## src/rtl/tcp_tx_framer.sv

```systemverilog
// rtl/tcp_tx_framer.sv - Ethernet II + IPv4 + TCP frame builder, one byte per cycle
//
// Ports:
//   CLOCK, RESET            clock (posedge) and asynchronous active-high reset
//   start                   frame request, only looked at while idle
//   payload_len, tcp_flags, seq_init, ack_num,
//   dst_mac, dst_ip, dst_port   request fields, captured when start is taken
//   in_data, in_valid       payload byte stream in
//   in_ready                payload byte accepted this cycle when in_valid is high
//   busy                    a frame is in progress
//   newpkt                  one-cycle start-of-frame marker (no data with it)
//   dataValid, data         outgoing frame bytes
//   done                    one-cycle pulse after the last frame byte
//   next_seq                running TCP send sequence number
module tcp_tx_framer #(
    parameter logic [47:0] mac  = 48'h000000000000,
    parameter logic [31:0] ip   = 32'h11223344,
    parameter logic [15:0] port = 16'd80,
    parameter logic [7:0]  ttl  = 8'd64,
    parameter logic [15:0] win  = 16'hFFFF
) (
    input  logic        CLOCK,
    input  logic        RESET,
    input  logic        start,
    input  logic [15:0] payload_len,
    input  logic [7:0]  tcp_flags,
    input  logic [31:0] seq_init,
    input  logic [31:0] ack_num,
    input  logic [47:0] dst_mac,
    input  logic [31:0] dst_ip,
    input  logic [15:0] dst_port,
    input  logic [7:0]  in_data,
    input  logic        in_valid,
    output logic        in_ready,
    output logic        busy,
    output logic        newpkt,
    output logic        dataValid,
    output logic [7:0]  data,
    output logic        done,
    output logic [31:0] next_seq
);

    typedef enum logic [2:0] {S_IDLE, S_CALC, S_SOF, S_HDR, S_PAY, S_FIN} state_t;

    typedef struct packed {
        logic [15:0] len;
        logic [7:0]  flags;
        logic [31:0] seq_tx;
        logic [31:0] ack;
        logic [47:0] dmac;
        logic [31:0] dip;
        logic [15:0] dport;
    } req_t;

    state_t      state_q, state_d;
    req_t        req_q, req_d;
    logic [15:0] cnt_q, cnt_d;        // CALC word index, HDR byte index, PAY bytes left
    logic [19:0] acc_q, acc_d;
    logic [15:0] csum_q, csum_d;
    logic [15:0] ipid_q, ipid_d;
    logic [31:0] seq_q, seq_d;
    logic        busy_q, busy_d;
    logic        newpkt_q, newpkt_d;
    logic        dv_q, dv_d;
    logic [7:0]  data_q, data_d;
    logic        done_q, done_d;
    logic        in_ready_q, in_ready_d;

    logic [15:0]  total_len;
    logic [15:0]  calc_word;
    logic [16:0]  fold1;
    logic [15:0]  fold2;
    logic [431:0] hdr_vec;
    logic [8:0]   hdr_pos;
    logic [7:0]   hdr_byte;

    assign total_len = 16'd40 + req_q.len;

    always_comb begin
        calc_word = 16'h0000;
        case (cnt_q[3:0])
            4'd0:    calc_word = 16'h4500;
            4'd1:    calc_word = total_len;
            4'd2:    calc_word = ipid_q;
            4'd3:    calc_word = 16'h4000;
            4'd4:    calc_word = {ttl, 8'h06};
            4'd5:    calc_word = ip[31:16];
            4'd6:    calc_word = ip[15:0];
            4'd7:    calc_word = req_q.dip[31:16];
            4'd8:    calc_word = req_q.dip[15:0];
            default: calc_word = 16'h0000;
        endcase
    end

    // Two end-around folds are enough: nine words keep the sum below 2^20.
    assign fold1 = {1'b0, acc_q[15:0]} + {13'd0, acc_q[19:16]};
    assign fold2 = fold1[15:0] + {15'd0, fold1[16]};

    // Whole 54-byte header as one vector, first byte in the top bits.
    assign hdr_vec = {req_q.dmac, mac, 16'h0800,
                      16'h4500, total_len, ipid_q, 16'h4000, ttl, 8'h06, csum_q, ip, req_q.dip,
                      port, req_q.dport, req_q.seq_tx, req_q.ack, 8'h50, req_q.flags, win, 32'h0};
    assign hdr_pos  = 9'd431 - {cnt_q[5:0], 3'b000};
    assign hdr_byte = hdr_vec[hdr_pos -: 8];

    always_comb begin
        state_d    = state_q;
        req_d      = req_q;
        cnt_d      = cnt_q;
        acc_d      = acc_q;
        csum_d     = csum_q;
        ipid_d     = ipid_q;
        seq_d      = seq_q;
        busy_d     = busy_q;
        newpkt_d   = 1'b0;
        dv_d       = 1'b0;
        data_d     = 8'h00;
        done_d     = 1'b0;
        in_ready_d = in_ready_q;
        case (state_q)
            S_IDLE: begin
                if (start) begin
                    req_d.len    = payload_len;
                    req_d.flags  = tcp_flags;
                    req_d.seq_tx = tcp_flags[1] ? seq_init : seq_q;
                    req_d.ack    = ack_num;
                    req_d.dmac   = dst_mac;
                    req_d.dip    = dst_ip;
                    req_d.dport  = dst_port;
                    busy_d       = 1'b1;
                    cnt_d        = 16'd0;
                    acc_d        = 20'd0;
                    state_d      = S_CALC;
                end
            end
            S_CALC: begin
                if (cnt_q == 16'd9) begin
                    csum_d  = ~fold2;
                    state_d = S_SOF;
                end else begin
                    acc_d = acc_q + {4'd0, calc_word};
                    cnt_d = cnt_q + 16'd1;
                end
            end
            S_SOF: begin
                newpkt_d = 1'b1;
                cnt_d    = 16'd0;
                state_d  = S_HDR;
            end
            S_HDR: begin
                dv_d   = 1'b1;
                data_d = hdr_byte;
                if (cnt_q == 16'd53) begin
                    if (req_q.len == 16'd0) begin
                        state_d = S_FIN;
                    end else begin
                        cnt_d      = req_q.len;
                        in_ready_d = 1'b1;
                        state_d    = S_PAY;
                    end
                end else begin
                    cnt_d = cnt_q + 16'd1;
                end
            end
            S_PAY: begin
                if (in_valid) begin
                    dv_d   = 1'b1;
                    data_d = in_data;
                    cnt_d  = cnt_q - 16'd1;
                    if (cnt_q == 16'd1) begin
                        in_ready_d = 1'b0;
                        state_d    = S_FIN;
                    end
                end
            end
            S_FIN: begin
                done_d  = 1'b1;
                busy_d  = 1'b0;
                ipid_d  = ipid_q + 16'd1;
                seq_d   = req_q.seq_tx + {16'd0, req_q.len}
                          + {31'd0, req_q.flags[1]} + {31'd0, req_q.flags[0]};
                state_d = S_IDLE;
            end
            default: state_d = S_IDLE;
        endcase
    end

    always_ff @(posedge CLOCK or posedge RESET) begin
        if (RESET) begin
            state_q    <= S_IDLE;
            req_q      <= '0;
            cnt_q      <= 16'd0;
            acc_q      <= 20'd0;
            csum_q     <= 16'd0;
            ipid_q     <= 16'd0;
            seq_q      <= 32'd0;
            busy_q     <= 1'b0;
            newpkt_q   <= 1'b0;
            dv_q       <= 1'b0;
            data_q     <= 8'h00;
            done_q     <= 1'b0;
            in_ready_q <= 1'b0;
        end else begin
            state_q    <= state_d;
            req_q      <= req_d;
            cnt_q      <= cnt_d;
            acc_q      <= acc_d;
            csum_q     <= csum_d;
            ipid_q     <= ipid_d;
            seq_q      <= seq_d;
            busy_q     <= busy_d;
            newpkt_q   <= newpkt_d;
            dv_q       <= dv_d;
            data_q     <= data_d;
            done_q     <= done_d;
            in_ready_q <= in_ready_d;
        end
    end

    assign in_ready  = in_ready_q;
    assign busy      = busy_q;
    assign newpkt    = newpkt_q;
    assign dataValid = dv_q;
    assign data      = data_q;
    assign done      = done_q;
    assign next_seq  = seq_q;

endmodule
```

## config.mk

```make
export PLATFORM = sky130hd
export DESIGN_NAME = tcp_tx_framer
export DESIGN_NICKNAME = d
export VERILOG_FILES = /design/src/rtl/tcp_tx_framer.sv
export SDC_FILE = /design/constraint.sdc
export NUM_CORES = 1
export LEC_CHECK = 0
export CAP_MARGIN = 20
export CELL_PAD_IN_SITES_DETAIL_PLACEMENT = 1
export CELL_PAD_IN_SITES_GLOBAL_PLACEMENT = 1
export CORE_ASPECT_RATIO = 1.5
export CORE_MARGIN = 2
export CORE_UTILIZATION = 25
export DETAILED_ROUTE_END_ITERATION = 12
export GPL_TIMING_DRIVEN = 0
export HOLD_SLACK_MARGIN = 0.06
export MAX_ROUTING_LAYER = met4
export PLACE_DENSITY_LB_ADDON = 0.12
export SLEW_MARGIN = 0
export SYNTH_ARGS = -nofsm -noshare
export SYNTH_HDL_FRONTEND = slang
export SYNTH_SLANG_ARGS = --single-unit
```

## constraint.sdc

```tcl
create_clock -name CLOCK -period 22.6 [get_ports CLOCK]
set_input_delay 3.39 -clock CLOCK [delete_from_list [all_inputs] [get_ports CLOCK]]
set_output_delay 3.39 -clock CLOCK [all_outputs]
set_load 0.02 [all_outputs]
```

==> impl_results.md <==
* Final Hold Vio Count at 0
* Launching point of the worst reg2reg path: cnt_q[0]
* Setup Buffers After CTS at 0
* Synth cell types at 77
* RD Place Congestion at 0.881
* Initial core utilization at 25.3%
* Final setup vio count at 0
* Reg-to-reg slack, setup at 15740 ps
* Crit. End Element: register
* Synth Instances at 2043
* Clk buf depth at 3
* Synth Cell Area at 17800 um2
* CP arrival at 7330 ps
* Peak supply drop at 0.0410 mV
* Clock sinks at 300
* Post-DP HPWL at 63800 um
* Place WS at 15810 ps
* Initial antenna violation count at 2
* Fin Clk Skew at 25.1 ps
* Num CTS Buffers at 36
* Core area at 70400 um2
* Max Cap Viol at 0
* Crit path from: cnt_q[0]
* Outcome: complete, no violations
* Synth cell count leaders: 642 x nand2_1, 300 x dfrtp_1, 161 x o21ai_0
* Clock transition at path regs at 60 ps
* Static leakage at 10.3 nW
* Final worst slack at 15740 ps
* Residual DRC count at 0
* Seq cells post-synth at 300
* Syn nets at 2307
* Setup TNS at 0 ps
* Post-synth EDFFs at 0
* Port bufs at 239
* Post-CTS Resized at 0
* Fraction of registers with async set or reset after synthesis at 100%
* Min Tclk post-route at 6870 ps
* Yosys warning total at 0
* Drt via density at 5.07
* RSZ-0062 raised after global routing: no
* CTS Root Cell: clkbuf_16
* Hold Startpoint: hdr_vec[393]
* Syn_area_per_cell at 8.72 um2
* IO Pins at 241
* CTS tree: done
* Synth Flop Type: dfrtp_1
* DRT Wirelength at 80700 um
* Wire length per cell at 24.8 um
* Top cell type's share of synthesized area at 42.2%
* Global-route wire length before repair at 120000 um
* Crit Path Category: reg -> reg
* Reg2reg end: acc_q[16]
* Crit-path max FO at 12
* Power per standard cell area at 54.3 nW/um2
* Die height at 331 um
* Routed vias at 16.5k
* Reg2Reg Depth at 20
* Slew margin rel. at 29.3%
* Die ar. at 73400 um2
* Slew Viols, Final at 0
* Die width at 222 um
* Nets at 2588
* DRT iter0 DRCs at 902
* Routed Antenna Nets at 0
* Row cnt at 119
* Hold Path Class: reg -> reg
* Synth area leader: dfrtp_1
* Startpoint Class: register
* Sequential area share after synthesis at 42.2%
* Largest net degree at the start of global routing at 115
* Worst setup path end: acc_q[16]
* Max Fclk at 0.146 GHz
* Area grow syn2layout at 27.4%
* DR pass1 iterations at 5
* Ranking of synthesized cells by area: dfrtp_1 42%, nand2_1 14%, o21ai_0 4.5%
* Vias in the first global route at 18.2k
* Hold_buf cts at 0
* Final period utilization at 30.4%
* Worst-skew pair later-pin latency at 570 ps
* Fraction of layout cells with a size suffix above 1 at 5.87%
* Worst endpoint required time at 23060 ps
* Remaining Overflow, GRT at 0
* H-Tree Depth at 2
* GRT Total Usage at 22.6%
* Count leader, synth: nand2_1
* Tightest Pin Transition at 1060 ps
[metrics by stage]
stage               area, um2  power [mW]  hold WS (ps)  util, %  std cells
floorplan               17800       0.559           440        -       2043
global placement        21300       0.603           455     30.3       3189
detailed placement      21400       0.604           462     30.4       3193
CTS                     22700        1.25           478     32.2       3257
global route            22700        1.27           504     32.2       3258
finish                  22700        1.23           471     32.2       3258
[power by group]
part           total (mW)  internal (mW)  switching (mW)
Clock               0.640          0.383           0.256
Combinational      0.0556         0.0329          0.0227
Sequential          0.537          0.537               0
[flip-flops by register name, indices dropped and copies added (netlist names), 3 cells and up]
signal,cells
csum_q,16
next_seq,32
ipid_q,16
req_q,16
data,8
state_q,3
hdr_vec,168
acc_q,20
cnt_q,16
[worst min-delay path by stage]
stage	endpoint	slack, ps	cells after the start
finish	hdr_vec[393]	470	2
global route	hdr_vec[64]	500	2
CTS	hdr_vec[64]	480	2
detailed placement	hdr_vec[64]	460	2
global placement	hdr_vec[395]	450	2
floorplan	hdr_vec[129]	440	2
[kinds of logic (layout without fill, tap and decap cells)]
kind of cell	count (synthesis)	in the layout	share of synthesized area, %
buffers and inverters	152	459	3.52
AND/OR/NAND/NOR	920	920	22.1
multiplexers	94	94	7.57
XOR/XNOR	100	100	4.92
other	0	1	0
AO/OA/AOI/OAI	409	409	14.7
flip-flops	300	300	42.2
adder cells (fa/ha/maj)	68	68	4.95
[cells in the final DEF (no fill, tap or decap), types with 11 or more instances in the layout]
master	n
nand2_1	642
dfrtp_1	300
clkdlybuf4s50_1	239
o21ai_0	161
clkbuf_1	105
nor2_1	77
ha_1	64
a21oi_1	59
mux2i_1	56
xnor2_1	53
nand3_1	50
xor2_1	47
clkbuf_16	36
mux4_2	32
nor3_1	28
and3_1	28
inv_1	23
a211oi_1	18
a31oi_1	16
a21o_1	15
buf_2	14
and2_1	14
nor2b_1	12
o211ai_1	11
nand4_1	11
a221oi_1	11
a311oi_1	11
[critical path, cell delays in order (launching register included)]
cell and delay (ps):
dfrtp_1 540, buf_2 470, buf_2 460, inv_1 290, clkbuf_1 410, ha_1 330
clkbuf_1 250, and3_1 260, clkbuf_1 130, clkbuf_1 270, a222oi_1 550, o21ai_0 370
ha_1 430, nor2b_1 200, o21ai_0 120, a21boi_0 520, o211ai_1 270, nand3_1 130
a41oi_1 180, or3_1 360, a21oi_1 190
[layout make-up]
cell class	count	area [um2]
Clock inverter	14	243
Tap cell	907	1130
Inverter	25	101
Clock buffer	50	1010
Timing Repair Buffer	243	2480
Fill cell	8219	47700
Multi-Input combinational cell	1591	9670
Sequential cell	300	7510
Antenna cell	1	2.50
Buffer	127	533
[layer usage]
layer  global-route usage, %  up-vias  routed length, um
met5                       -        -                  0
met4                    7.89        0               2860
met3                    1.98      122               2200
met2                    41.3      385              42600
met1                    25.9     8348              33100
li1                        -     7664                  -
No activity file was read; power rests on OpenSTA's default activity.
